File: config.mk
export PLATFORM = sky130hd
export DESIGN_NAME = gpio_cmd_sequencer
export DESIGN_NICKNAME = d
export VERILOG_FILES = /design/src/rtl/gpio_cmd_sequencer.sv
export SDC_FILE = /design/constraint.sdc
export NUM_CORES = 1
export LEC_CHECK = 0
export ABC_AREA = 0
export BUFFER_PORTS_ARGS = -buffer_cell sky130_fd_sc_hd__buf_4
export CAP_MARGIN = 20
export CORE_MARGIN = 2
export CORE_UTILIZATION = 31
export DETAILED_ROUTE_END_ITERATION = 8
export PLACE_DENSITY = 0.52
export SKIP_LAST_GASP = 1
export SLEW_MARGIN = 30
export SYNTH_ARGS = -nofsm -noshare
export SYNTH_HDL_FRONTEND = slang
export SYNTH_SLANG_ARGS = --single-unit
File: constraint.sdc
create_clock -name clk -period 4.32 [get_ports clk]
set_clock_uncertainty 0.1 [all_clocks]
set_input_delay 0 -clock clk [delete_from_list [all_inputs] [get_ports clk]]
set_output_delay 0 -clock clk [all_outputs]
set_load 0.05 [all_outputs]
File: src/rtl/gpio_cmd_sequencer.sv
`default_nettype none
// ============================================================================
// Module      : gpio_cmd_sequencer
// Description : Avalon-MM master that runs a queue of PIO commands
//               (write data, write direction, delay, read, poll-until-match)
//               against a 32-bit bidirectional PIO and returns read / poll
//               results on a response stream.
//               Optional poll timeout: define GPIO_SEQ_TIMEOUT_EN.
// Revision    : 1.0 - initial release
// ============================================================================
module gpio_cmd_sequencer #(
   parameter int CMD_DEPTH  = 4,
   parameter int POLL_LIMIT = 1024
) (
   input  logic        clk,
   input  logic        reset_n,
   input  logic        cmd_valid,
   output logic        cmd_ready,
   input  logic [2:0]  cmd_op,
   input  logic [31:0] cmd_arg,
   input  logic [31:0] cmd_mask,
   output logic        rsp_valid,
   input  logic        rsp_ready,
   output logic [31:0] rsp_data,
   output logic        rsp_timeout,
   output logic        busy,
   output logic [1:0]  pio_address,
   output logic        pio_chipselect,
   output logic        pio_write_n,
   output logic [31:0] pio_writedata,
   input  logic [31:0] pio_readdata
);

   localparam int c_PTR_W = (CMD_DEPTH > 1) ? $clog2(CMD_DEPTH) : 1;
   localparam int c_CNT_W = c_PTR_W + 1;

   localparam logic [2:0] c_OP_WR_DATA = 3'd0;
   localparam logic [2:0] c_OP_WR_DIR  = 3'd1;
   localparam logic [2:0] c_OP_DELAY   = 3'd2;
   localparam logic [2:0] c_OP_READ    = 3'd3;
   localparam logic [2:0] c_OP_POLL    = 3'd4;

   // Reject configurations the FIFO pointer arithmetic cannot support.
   if (CMD_DEPTH < 2 || (CMD_DEPTH & (CMD_DEPTH - 1)) != 0 || POLL_LIMIT < 1) begin : g_bad_param
      $error("gpio_cmd_sequencer: CMD_DEPTH must be a power of 2 >= 2 and POLL_LIMIT >= 1");
   end

   typedef enum logic [2:0] {
      S_IDLE = 3'd0,
      S_WR   = 3'd1,
      S_DLY  = 3'd2,
      S_RD_A = 3'd3,
      S_RD_C = 3'd4,
      S_RSP  = 3'd5
   } state_t;

   // ---------------------------------------------------------------------
   // Command FIFO
   // ---------------------------------------------------------------------
   logic [2:0]         r_fifo_op   [CMD_DEPTH];
   logic [31:0]        r_fifo_arg  [CMD_DEPTH];
   logic [31:0]        r_fifo_mask [CMD_DEPTH];
   logic [c_PTR_W-1:0] r_wr_ptr;
   logic [c_PTR_W-1:0] r_rd_ptr;
   logic [c_CNT_W-1:0] r_count;

   state_t             r_state;
   logic [2:0]         r_op;
   logic [31:0]        r_arg;
   logic [31:0]        r_mask;
   logic [31:0]        r_dly_cnt;
   logic               r_rsp_valid;
   logic [31:0]        r_rsp_data;
   logic [1:0]         r_pio_address;
   logic               r_pio_chipselect;
   logic               r_pio_write_n;
   logic [31:0]        r_pio_writedata;

   logic               w_push;
   logic               w_pop;
   logic               w_match;

   assign cmd_ready = (r_count != c_CNT_W'(CMD_DEPTH));
   assign w_push    = cmd_valid & cmd_ready;
   // A response still waiting for acceptance blocks further pops so that
   // responses come back in command order.
   assign w_pop     = (r_state == S_IDLE) && (r_count != '0) && !r_rsp_valid;
   assign w_match   = ((pio_readdata & r_mask) == (r_arg & r_mask));

   // FIFO storage: written on push, no reset needed for the payload.
   always_ff @(posedge clk) begin
      if (w_push) begin
         r_fifo_op[r_wr_ptr]   <= cmd_op;
         r_fifo_arg[r_wr_ptr]  <= cmd_arg;
         r_fifo_mask[r_wr_ptr] <= cmd_mask;
      end
   end

   // FIFO pointers and occupancy; pointers wrap naturally at CMD_DEPTH.
   always_ff @(posedge clk or negedge reset_n) begin
      if (!reset_n) begin
         r_wr_ptr <= '0;
         r_rd_ptr <= '0;
         r_count  <= '0;
      end else begin
         if (w_push) r_wr_ptr <= r_wr_ptr + c_PTR_W'(1);
         if (w_pop)  r_rd_ptr <= r_rd_ptr + c_PTR_W'(1);
         if (w_push && !w_pop)      r_count <= r_count + c_CNT_W'(1);
         else if (!w_push && w_pop) r_count <= r_count - c_CNT_W'(1);
      end
   end

`ifdef GPIO_SEQ_TIMEOUT_EN
   localparam int c_POLL_W = $clog2(POLL_LIMIT + 1);
   logic [c_POLL_W-1:0] r_poll_cnt;
   logic                r_rsp_timeout;
   assign rsp_timeout = r_rsp_timeout;
`else
   assign rsp_timeout = 1'b0;
`endif

   // Sequencer FSM: executes one command at a time and drives the PIO bus.
   always_ff @(posedge clk or negedge reset_n) begin
      if (!reset_n) begin
         r_state          <= S_IDLE;
         r_op             <= '0;
         r_arg            <= '0;
         r_mask           <= '0;
         r_dly_cnt        <= '0;
         r_rsp_valid      <= 1'b0;
         r_rsp_data       <= '0;
         r_pio_address    <= 2'd0;
         r_pio_chipselect <= 1'b0;
         r_pio_write_n    <= 1'b1;
         r_pio_writedata  <= '0;
`ifdef GPIO_SEQ_TIMEOUT_EN
         r_poll_cnt       <= '0;
         r_rsp_timeout    <= 1'b0;
`endif
      end else begin
         case (r_state)
            S_IDLE: begin
               if (w_pop) begin
                  r_op   <= r_fifo_op[r_rd_ptr];
                  r_arg  <= r_fifo_arg[r_rd_ptr];
                  r_mask <= r_fifo_mask[r_rd_ptr];
`ifdef GPIO_SEQ_TIMEOUT_EN
                  r_poll_cnt <= '0;
`endif
                  case (r_fifo_op[r_rd_ptr])
                     c_OP_WR_DATA, c_OP_WR_DIR: begin
                        // Strobe is launched here so it is visible for
                        // exactly the WR cycle.
                        r_state          <= S_WR;
                        r_pio_chipselect <= 1'b1;
                        r_pio_write_n    <= 1'b0;
                        r_pio_address    <= (r_fifo_op[r_rd_ptr] == c_OP_WR_DIR) ? 2'd1 : 2'd0;
                        r_pio_writedata  <= r_fifo_arg[r_rd_ptr];
                     end
                     c_OP_DELAY: begin
                        r_state   <= S_DLY;
                        r_dly_cnt <= r_fifo_arg[r_rd_ptr];
                     end
                     c_OP_READ, c_OP_POLL: begin
                        r_state          <= S_RD_A;
                        r_pio_chipselect <= 1'b1;
                        r_pio_write_n    <= 1'b1;
                        r_pio_address    <= 2'd0;
                     end
                     default: r_state <= S_IDLE;   // reserved opcode: dropped
                  endcase
               end
            end

            S_WR: begin
               r_pio_chipselect <= 1'b0;
               r_pio_write_n    <= 1'b1;
               r_pio_address    <= 2'd0;
               r_state          <= S_IDLE;
            end

            S_DLY: begin
               // A count of 0 or 1 both give a single delay cycle.
               if (r_dly_cnt <= 32'd1) r_state <= S_IDLE;
               else                    r_dly_cnt <= r_dly_cnt - 32'd1;
            end

            S_RD_A: begin
               r_pio_chipselect <= 1'b0;
               r_state          <= S_RD_C;
            end

            S_RD_C: begin
               // The PIO readdata register now holds the address-0 sample
               // requested during RD_A.
               r_rsp_data <= pio_readdata;
               if (r_op == c_OP_READ || w_match) begin
                  r_rsp_valid <= 1'b1;
                  r_state     <= S_RSP;
`ifdef GPIO_SEQ_TIMEOUT_EN
                  r_rsp_timeout <= 1'b0;
               end else if (r_poll_cnt == c_POLL_W'(POLL_LIMIT - 1)) begin
                  r_rsp_valid   <= 1'b1;
                  r_rsp_timeout <= 1'b1;
                  r_state       <= S_RSP;
               end else begin
                  r_poll_cnt       <= r_poll_cnt + c_POLL_W'(1);
                  r_pio_chipselect <= 1'b1;
                  r_pio_write_n    <= 1'b1;
                  r_pio_address    <= 2'd0;
                  r_state          <= S_RD_A;
               end
`else
               end else begin
                  r_pio_chipselect <= 1'b1;
                  r_pio_write_n    <= 1'b1;
                  r_pio_address    <= 2'd0;
                  r_state          <= S_RD_A;
               end
`endif
            end

            S_RSP: begin
               if (rsp_ready) begin
                  r_rsp_valid <= 1'b0;
                  r_state     <= S_IDLE;
               end
            end

            default: r_state <= S_IDLE;
         endcase
      end
   end

   assign rsp_valid      = r_rsp_valid;
   assign rsp_data       = r_rsp_data;
   assign pio_address    = r_pio_address;
   assign pio_chipselect = r_pio_chipselect;
   assign pio_write_n    = r_pio_write_n;
   assign pio_writedata  = r_pio_writedata;
   assign busy           = (r_count != '0) || (r_state != S_IDLE) || r_rsp_valid;

endmodule
`default_nettype wire
### Yosys cells after proc, flatten, opt, wreduce, memory -nomap -nowiden

Memory sizes are Yosys's and may differ from the RTL's. A register that Yosys moved wholly into a read port is not among the register bits.
Cells that the tools add are included.
Widths: inputs -> output; s select.

| storage, ports and cells | value |
|---|---|
| flip-flop bits (word level) | 146 |
| bits in latches | 0 |
| bits in writable memories | 268 |
| memory bits (read-only) | 0 |
| input port bits | 103 |
| output and inout bits | 72 |
| word-level logic and storage cells | 106 |
| memories kept | 3 |

| operators by class | value |
|---|---|
| add/subtract/negate cells | 5 |
| multiply operators | 0 |
| div/mod/pow operators | 0 |
| $lt $le $gt $ge | 1 |
| equality and inequality tests | 21 |
| shifts and indexed selects | 0 |
| muxes and demuxes | 29 |
| bitwise gates (word level) | 3 |
| reduce and logical (&&, ||, !) cells | 31 |

Memory list:

| name | depth | width | read ports | clocked after Yosys merged registers in | write ports | line | text |
|---|---|---|---|---|---|---|---|
| r_fifo_arg | 4 | 32 | 1 | 0 | 1 | 61 | `logic [31:0] r_fifo_arg [CMD_DEPTH];` |
| r_fifo_mask | 4 | 32 | 1 | 1 | 1 | 62 | `logic [31:0] r_fifo_mask [CMD_DEPTH];` |
| r_fifo_op | 4 | 3 | 1 | 0 | 1 | 60 | `logic [2:0] r_fifo_op [CMD_DEPTH];` |

Operators by type and width:

| kind | count |
|---|---|
| $mux 32 | 3 |
| $and 32x32->32 | 2 |
| $pmux 32 s2 | 1 |
| $eq 32x32->1 | 1 |
| $le 32x1->1 const B | 1 |
| $sub 32x1->32 const B | 1 |
| $mux 3 | 6 |
| $eq 3x2->1 const B | 5 |
| $pmux 3 s5 | 1 |
| $ne 2x2->1 const B | 7 |
| $pmux 2 s3 | 2 |
| $reduce_and 4->1 | 3 |
| $reduce_bool 3->1 | 4 |
| $eq 3x3->1 const B | 3 |
| $mux 1 | 9 |
| $reduce_and 3->1 | 3 |
| $eq 3x1->1 const B | 2 |
| $logic_not 3->1 | 2 |
| $pmux 1 s3 | 2 |
| $reduce_bool 2->1 | 3 |
| $reduce_or 2->1 | 3 |
| $add 2x1->2 const B | 2 |
| $logic_and 1x1->1 | 4 |
| $logic_not 1->1 | 4 |
| other kinds (12) | 16 |

### Logic depth before layout (Yosys ltp)

Gate-level depths: netlist of run 1.

| depth | value |
|---|---|
| depth after elaboration | 6 |
| mapped depth | 13 |
| gate-level depth less buffers | 9 |

### Worst setup path before layout of run 1

No wires, ideal clock.

| timing path | value |
|---|---|
| path kind | flip-flop to flip-flop |
| start | register r_count[0] |
| end | memory r_fifo_arg[0][0] (enable) |
| setup time | 0.433 ns |
| arrival time | 2.570 ns |
| required time | 3.787 ns |
| setup slack | 1.217 ns |
| cell stages (with the launch flop) | 4 |
| path buffers | 0 |
| period minus slack after synthesis | 3.103 ns |
| path through | dfrtp_1 -> nor2_1 -> nand2_1 -> and3_1 |

| between the ends | value |
|---|---|
| longest elaborated chain between the ends | 4 |

Ends and longest elaborated chain:

| element | line | text |
|---|---|---|
| from (decl) | 65 | `logic [c_CNT_W-1:0] r_count;` |
| from (signal assigned) | 108 | `if (w_push && !w_pop) r_count <= r_count + c_CNT_W'(1);` |
| from (signal assigned) | 109 | `else if (!w_push && w_pop) r_count <= r_count - c_CNT_W'(1);` |
| $ne 3x3->1 | 83 | `assign cmd_ready = (r_count != c_CNT_W'(CMD_DEPTH));` |
| net cmd_ready | 18 | `output logic cmd_ready,` |
| $and 1x1->1 | 84 | `assign w_push = cmd_valid & cmd_ready;` |
| $mux 1 | 92 | `if (w_push) begin` |
| $mux 1 (implied by the code) | 94 | `r_fifo_arg[r_wr_ptr] <= cmd_arg;` |
| to (decl) | 61 |  |

The timed path passes the listed nets, and every way through them passes these cells.

### Worst setup path in the final report of run 1

| timing path | value |
|---|---|
| start | register r_dly_cnt[22] |
| end | register r_dly_cnt[23] |

| between the ends | value |
|---|---|
| longest elaborated chain between the ends | 3 |
| elaborated cells on any way between the ends | 6 |
| classes of those cells | add/sub (1); order compare (1); eq/ne (1); mux (2); reduce/logical (1) |

Ends and longest elaborated chain:

| element | line | text |
|---|---|---|
| from (decl) | 71 | `logic [31:0] r_dly_cnt;` |
| from (signal assigned) | 162 | `r_dly_cnt <= r_fifo_arg[r_rd_ptr];` |
| from (signal assigned) | 185 | `else r_dly_cnt <= r_dly_cnt - 32'd1;` |
| $sub 32x1->32 / $le 32x1->1 (equally long branches) | 185, 184 |  |
| $mux 32 / $ne 2x2->1 (equally long branches) | - |  |
| $pmux 32 s2 / $reduce_and 4->1 (equally long branches) | - |  |

Several ways; a longest one is shown, not always the timed one. The select of a mux whose other input is x is not followed.
A chain may end at the register's enable or synchronous reset.

==> impl_results.md, run 1 <==
- H-tree levels: 2
- Run status: finished clean
- DR iter-0 viols: 929
- Top cell type by total area after synthesis: edfxtp_1
- Pwr dens: around 760 nW/µm²
- Post-synthesis register bit count: approximately 450
- Synth top area cells: edfxtp_1 45%, dfrtp_1 25%, mux4_2 8.5%
- Synth Instances: 1,153
- Vias: about 11k
- Arrival @ worst endpoint: 3.22 ns
- Worst Setup Path Type: register to register
- CTS tree: yes
- Die width: approximately 240 µm
- P_leak: approximately 9 nW
- Worst-Margin Slew: 0.8917 ns
- Routed wire length per instance: 20.93 µm
- Cells resized by post-CTS repair: 0
- Area share of the largest cell type after synthesis: a little under half
- Avg Cell Area, Syn: 15.42 µm²
- Final cell count without fillers: between 2k and 2.5k
- Register area share after synthesis: 70.17%
- Endpoint class of the critical path: register
- Max_cap viols: 0
- Post-synth EDFFs: roughly 270
- # rows: between 80 and 90
- Crit path max fanout: 13
- Post-synth ARST share: 39.78%
- Final Slew Violations: 0
- Later-pin clock latency in the skew report: 0.58 ns
- Port Buf Inserts: around 170
- Via density: ~4.8
- HPWL after DPL: approximately 31,000 µm
- Headroom to the max-slew limit: around two fifths
- Gr ovfl total: 0
- Vias in the first global route: around 11k
- Area Overhead vs Synth: 27.88%
- Antenna Nets Post-Route: 0
- Prevailing post-synth register cell: edfxtp_1
- Tightest Hold Check Type: primary input to register
- Total CTS buffers: between 40 and 50
- Synthesized area: between 15,000 and 20,000 µm²
- Placed cell areas: approximately 20,000 µm²
- GR Util All Layers: 16.00%
- Tcrit/Tclk final: ~67%
- Starting Density: between 30% and 40%
- Pre-antenna DRT Iters: 5
- Bufs on Longest Clock Path: 3
- GPL Wtd Cong: between 0.8 and 0.9
- Core area: 56,600 µm²
- # DRC: 0
- Initial antenna violation count: 3
- Fmax: about 0.35 GHz
- Setup slack, reg-to-reg: approximately 1.4 ns
- Final wirelength: 46,920 µm
- Root buf cell: clkbuf_16
- Critical-path cell list: or4_4 > or4_1 > nand4b_4 > a21oi_2 > o21ai_0
- Critical Path RT: ~4.7 ns
- Inst Count DP: approximately 2.0k
- Clock sinks: around 450
- Die ar.: between 50,000 and 60,000 µm²
- Crit-path slowest cell: a21oi_2
- Final hold vios: 0
- Chip height: 243.5 µm
- RSZ-0062 raised after global routing: false
- Largest stage delay, worst path: 0.60 ns
- Largest net degree at the start of global routing: 110
- Layout Nets: around 1.6k
- Io pins: 175
- First-pass GRT wire length: 71,410 µm
- Synth cell types: 61
- Final TNS setup: 0 ns
- Share of cells above drive strength 1: roughly 29%
- CP Launch Type: register
- Clock slew at reported path FFs: 0.06 ns
- Final setup violation count: 0
- Max VDD drop: 0.4629 mV
- Post-route cell area: roughly 23,000 µm²
- Post-route minimum period: between 2 and 3 ns
- Yosys warns: 0
-- metrics by stage --
| step | setup WS, ns | hold WS, ns | power (W) | util [%] |
|---|---|---|---|---|
| global route | 1.301 | 0.04860 | 0.01821 | 40.16 |
| floorplan | 1.217 | -0.3956 | 0.01082 | - |
| global placement | 1.425 | 0.1020 | 0.01292 | 35.31 |
| detailed placement | 1.469 | 0.1034 | 0.01301 | 35.31 |
| finish | 1.425 | 0.07220 | 0.01724 | 40.18 |
| CTS | 1.460 | 0.03613 | 0.01748 | 40.09 |
-- report_power, final --
part / total, W / switching (W) / internal (W) / leakage (nW)
combinational: 0.00632 / 0.00405 / 0.00228 / 3.38
sequential: 0.00659 / 0.000691 / 0.00590 / 4.60
clock: 0.00432 / 0.00173 / 0.00260 / 0.829
-- final cells by class --
type                            count  area (µm²)
Sequential cell                   445       12480
Antenna cell                        4       10.01
Clock inverter                     26       277.8
Fill cell                        5244       33860
Tap cell                          756       945.9
Inverter                           12       45.04
Timing Repair Buffer              291        2532
Clock buffer                       65        1409
Multi-Input combinational cell    643        5039
-- kinds of logic after synthesis --
logic type,synth area share [%]
flip-flops,70.17
AND/OR/NAND/NOR,9.126
multiplexers,12.66
AO/OA/AOI/OAI,3.877
buffers and inverters,1.667
XOR/XNOR,1.872
adder cells (fa/ha/maj),0.6051
other,0.02109
-- cells in the mapped netlist, types with 7 or more instances --
| master | n |
|---|---|
| and3_1 | 11 |
| xor2_1 | 34 |
| o311ai_0 | 14 |
| nand4_1 | 7 |
| mux2_2 | 66 |
| nor4_1 | 13 |
| o21ai_0 | 11 |
| o211ai_1 | 14 |
| or3_1 | 7 |
| nand2_1 | 244 |
| nor2_1 | 25 |
| buf_2 | 18 |
| clkbuf_1 | 27 |
| nand3_1 | 12 |
| ha_1 | 7 |
| mux4_2 | 67 |
| dfrtp_1 | 176 |
| a21oi_1 | 15 |
| nor3_1 | 16 |
| inv_1 | 12 |
| edfxtp_1 | 268 |
| a22oi_1 | 18 |
-- layout by cell type, fill, tap and decap left out, types with 4 or more instances in the layout --
cell	Yosys	final
nand2_1	244	244
o21ai_1	6	6
diode_2	0	4
nor3_1	16	15
clkbuf_1	27	6
o21ai_0	11	11
buf_12	0	5
dfrtp_1	176	174
nand3_1	12	12
nand4_1	7	7
clkbuf_16	0	51
inv_1	12	11
nand2b_1	4	4
nor4_1	13	13
a22oi_1	18	18
o211ai_1	14	14
or4_1	6	6
clkinv_2	0	10
xnor2_1	4	4
mux4_2	67	67
clkbuf_8	0	8
edfxtp_1	268	268
nor2_1	25	24
o311ai_0	14	14
a21oi_1	15	15
or3_1	7	6
and3_2	1	5
bufinv_16	0	5
mux2_2	66	66
xor2_1	34	34
and3_1	11	7
dlygate4sd3_1	0	103
buf_4	3	181
ha_1	7	7
-- registers in the layout, indices dropped and copies added (netlist names) --
| name | cells |
|---|---|
| rsp_valid | 1 |
| r_rd_ptr | 2 |
| r_state | 3 |
| r_fifo_op | 12 |
| r_arg | 32 |
| pio_write_n | 1 |
| r_fifo_mask | 128 |
| r_dly_cnt | 32 |
| r_op | 3 |
| r_fifo_arg | 128 |
| pio_chipselect | 1 |
| r_count | 3 |
| pio_writedata | 32 |
| r_wr_ptr | 2 |
| pio_address | 1 |
| rsp_data | 32 |
| r_mask | 32 |
-- timing repair --
item / 4_1_cts / 5_1_grt
hold buffers: 102 / 1
buffers inserted: 0 / 0
hold endpoints to repair: 413 / 53
setup endpoints to repair: 0 / 0
-- critical path, delay by kind of cell, from the launching register on --
kind	cells	cell delay (ns)
AO/OA/AOI/OAI	2	0.80
flip-flops	1	0.41
AND/OR/NAND/NOR	3	1.44
-- final timing paths --
kind	cells after the start	start	endpoint
worst max-delay path	5	r_dly_cnt[22]	r_dly_cnt[23]
worst min register to register	2	pio_write_n	pio_write_n
min in group asynchronous	3	reset_n	rsp_data[3]
worst max register to register	5	r_dly_cnt[22]	r_dly_cnt[23]
max in group asynchronous	5	reset_n	pio_writedata[19]
worst min-delay path	2	cmd_mask[23]	r_fifo_mask[3][23]
-- layer usage --
layer  track usage [%]  vias to the layer above  part of all wire, %
met5                 0                        -                    0
met4             3.623                        0                  1.6
met1             22.79                     5481                   47
li1                  -                     4906                    -
met2             25.16                      276                   46
met3             3.382                       51                  5.3
Power figures use the tool's default switching activity.
==> run 2, diff against run 1 <==
==> constraint.sdc (replaced) <==
create_clock -name clk -period 2.9 [get_ports clk]
set_clock_uncertainty 0.1 [all_clocks]
set_input_delay 0 -clock clk [delete_from_list [all_inputs] [get_ports clk]]
set_output_delay 0 -clock clk [all_outputs]
set_load 0.05 [all_outputs]
==> run 2 against run 1 <==
Net effect: final cell count is 0.71% higher; hold slack worse by 0.013 ns; total power is 48% higher; final area is 0.34% higher; via count is 1.1% higher; clock power is 43% higher; largest power group unchanged.
==> impl_results.md, run 2 (synthesized netlist as in run 1, its figures left out) <==
- Die ar.: 59,300 µm² (unchanged)
- Final Power: 0.02551 W (+48%)
- Core area: 56,600 µm² (unchanged)
- H-tree levels: 2 (unchanged)
- Pwr dens: 1118 nW/µm² (+47%)
- Clock sinks: 445 (unchanged)
- # rows: 87 (unchanged)
- Port Buf Inserts: 172 (unchanged)
- P_int: 0.01593 W (+48%)
- Run status: finished clean
- Final wirelength: 47,000 µm (+0.17%)
- CP dominant cell by count: o311ai_0
- Final hold vios: 0 (unchanged)
- Final worst slack: 0.3649 ns (-1.060 ns)
- Vias in the first global route: 11.54k (+2.5%)
- Critical-path cell list: inv_1 > ha_1 > or4b_2 > nor2_1 > nand2_1 > o311ai_0 > o311ai_0
- Crit-path slowest cell: or4b_2
- Gr ovfl total: 0 (unchanged)
- Filler cells: 5,290 (+0.88%)
- Final Slew Violations: 0 (unchanged)
- Antenna Nets Post-Route: 0 (unchanged)
- Root buf cell: clkbuf_16
- HPWL after DPL: 31,810 µm (+3.7%)
- Routed wire length per instance: 20.82 µm (-0.54%)
- Worst Setup Path Type: register to register
- Commonest non-fill, non-tap cell in the layout: edfxtp_1
- Largest net degree at the start of global routing: 69 (-37%)
- Post-route minimum period: 2.535 ns (-0.3596 ns)
- Sequential share of power: 38.7% (+0.5 points)
- Most frequent cells in the layout: 268 x edfxtp_1, 244 x nand2_1, 196 x buf_4
- RSZ-0062 raised after global routing: false
- Fmax: 0.3945 GHz (+14%)
- Inst Count DP: 2,062 (+0.93%)
- Total CTS buffers: 49 (unchanged)
- Final TNS setup: 0 ns (unchanged)
- Pre-CTS WS: 0.3716 ns (-1.097 ns)
- Bufs on Longest Clock Path: 3 (unchanged)
- Number of setup buffers added after CTS: 0 (unchanged)
- Layout Nets: 1,572 (+1.2%)
- Starting Density: 31.42% (unchanged)
- Crit-path leading delay family: simple AND/OR/NAND/NOR gates
- Io pins: 175 (unchanged)
- Max VDD drop: 0.8284 mV (+79%)
- Endpoint class of the critical path: register
- # DRC: 0 (unchanged)
- Sw power: 0.009578 W (+48%)
- Later-pin clock latency in the skew report: 0.58 ns (about the same)
- Crit path buf inv count: 1 (+1)
- Initial antenna violation count: 3 (unchanged)
- Clock power share: 24.2% (-0.9 points)
- Tightest Hold Check Type: primary input to register
- DR iter-0 viols: 719 (-23%)
- Tcrit/Tclk final: 87.42% (+20 points)
- Pre-antenna DRT Iters: 5 (unchanged)
- Crit path max fanout: 5 (-8)
- Clock slew at reported path FFs: 0.06 ns (about the same)
- CTS tree: yes
- First-pass GRT wire length: 72,080 µm (+0.94%)
- Vias: 10.83k (+1.1%)
- Placed cell areas: 20,180 µm² (+0.96%)
- GR Util All Layers: 16.12% (+0.12 points)
- Post-route cell area: 22,820 µm² (+0.34%)
- Final setup violation count: 0 (unchanged)
- Die width: 243.5 µm (unchanged)
- CP Launch Type: register
- Critical Path RT: 3.23 ns (-1.42 ns)
- Largest stage delay, worst path: 0.61 ns (about the same)
- Headroom to the max-slew limit: 48.84% (+8.3 points)
- Arrival @ worst endpoint: 2.86 ns (-0.36 ns)
- P_leak: 8.856 nW (+0.47%)
- Combinational share of power: 37.2% (+0.5 points)
- GPL Wtd Cong: 0.8682 (+2.5%)
- Chip height: 243.5 µm (unchanged)
- Final cell count without fillers: 2,258 (+0.71%)
- Max_cap viols: 0 (unchanged)
- Share of cells above drive strength 1: 28.91% (+0.10 points)
- Switching Fraction: 37.55% (+0.042 points)
- Via density: 4.797 (+0.38%)
- Worst-Margin Slew: 0.7674 ns (-0.1243 ns)
- Area Overhead vs Synth: 28.32%
- Top flop regs: r_fifo_arg x128, r_fifo_mask x128
==> run 2: cell types whose count changed in the layout (fill, tap and decap cells not counted) <==
cell | before | now
clkinv_1 | 3 | 8
or3_1 | 6 | 7
buf_12 | 5 | 9
clkbuf_16 | 51 | 49
clkbuf_1 | 6 | 12
buf_8 | 1 | 0
buf_4 | 181 | 196
diode_2 | 4 | 1
clkbuf_8 | 8 | 4
clkinv_2 | 10 | 8
or3_2 | 1 | 0
clkinv_4 | 3 | 1
==> run 2: power groups by stage <==
stage          clock network, W  registers [W]  logic, W
3_3_place_gp                  0        0.00994   0.00943
4_1_cts                 0.00633        0.00988   0.00968
3_5_place_dp                  0        0.00998   0.00953
2_1_floorplan                 0         0.0112   0.00486
6_report                0.00617        0.00986   0.00948
5_1_grt                 0.00659         0.0101    0.0103
==> run 2: worst paths after layout <==
check	end	slack, ns	from	cells past startpoint
max	r_dly_cnt[24]	0.36	r_dly_cnt[0]	7
min	r_fifo_arg[2][29]	0.06	cmd_arg[29]	2
max reg2reg	r_dly_cnt[24]	0.36	r_dly_cnt[0]	7
min reg2reg	r_op[0]	0.38	r_op[0]	2
max in group asynchronous	pio_write_n	1.72	reset_n	4
min in group asynchronous	r_wr_ptr[1]	0.37	reset_n	3
==> run 2: cell type report <==
type	count	area [µm²]	area share, %
flip-flops and latches	445	12480	54.70
multi-input cells	643	5037	22.07
repair buffers	310	2724	11.94
clock buffers	64	1313	5.752
well taps	756	945.9	4.145
clock inverters	27	269.0	1.179
inverters	12	45.04	0.1974
diodes	1	2.502	0.01097
==> run 2: per-layer routing <==
layer | wire, µm | up-vias | share of wire, % | global-route usage, %
met5 | 24 | - | 0.051 | 0
met4 | 1075 | 4 | 2.3 | 5.075
met3 | 2188 | 68 | 4.7 | 2.919
met2 | 21780 | 263 | 46 | 25.41
met1 | 21930 | 5557 | 47 | 22.64
li1 | - | 4939 | - | -
==> run 2: repair_timing <==
action,CTS,global route
hold buffers,104,0
resized for setup,0,0
hold endpoints to repair,481,0
==> run 2: per-stage QoR <==
stage / hold WS (ns) / utilization [%]
global route: 0.04576 / 40.31
global placement: 0.02265 / 35.65
finish: 0.05922 / 40.31
detailed placement: 0.01455 / 35.65
CTS: 0.02032 / 40.31
floorplan: -0.3956 / -
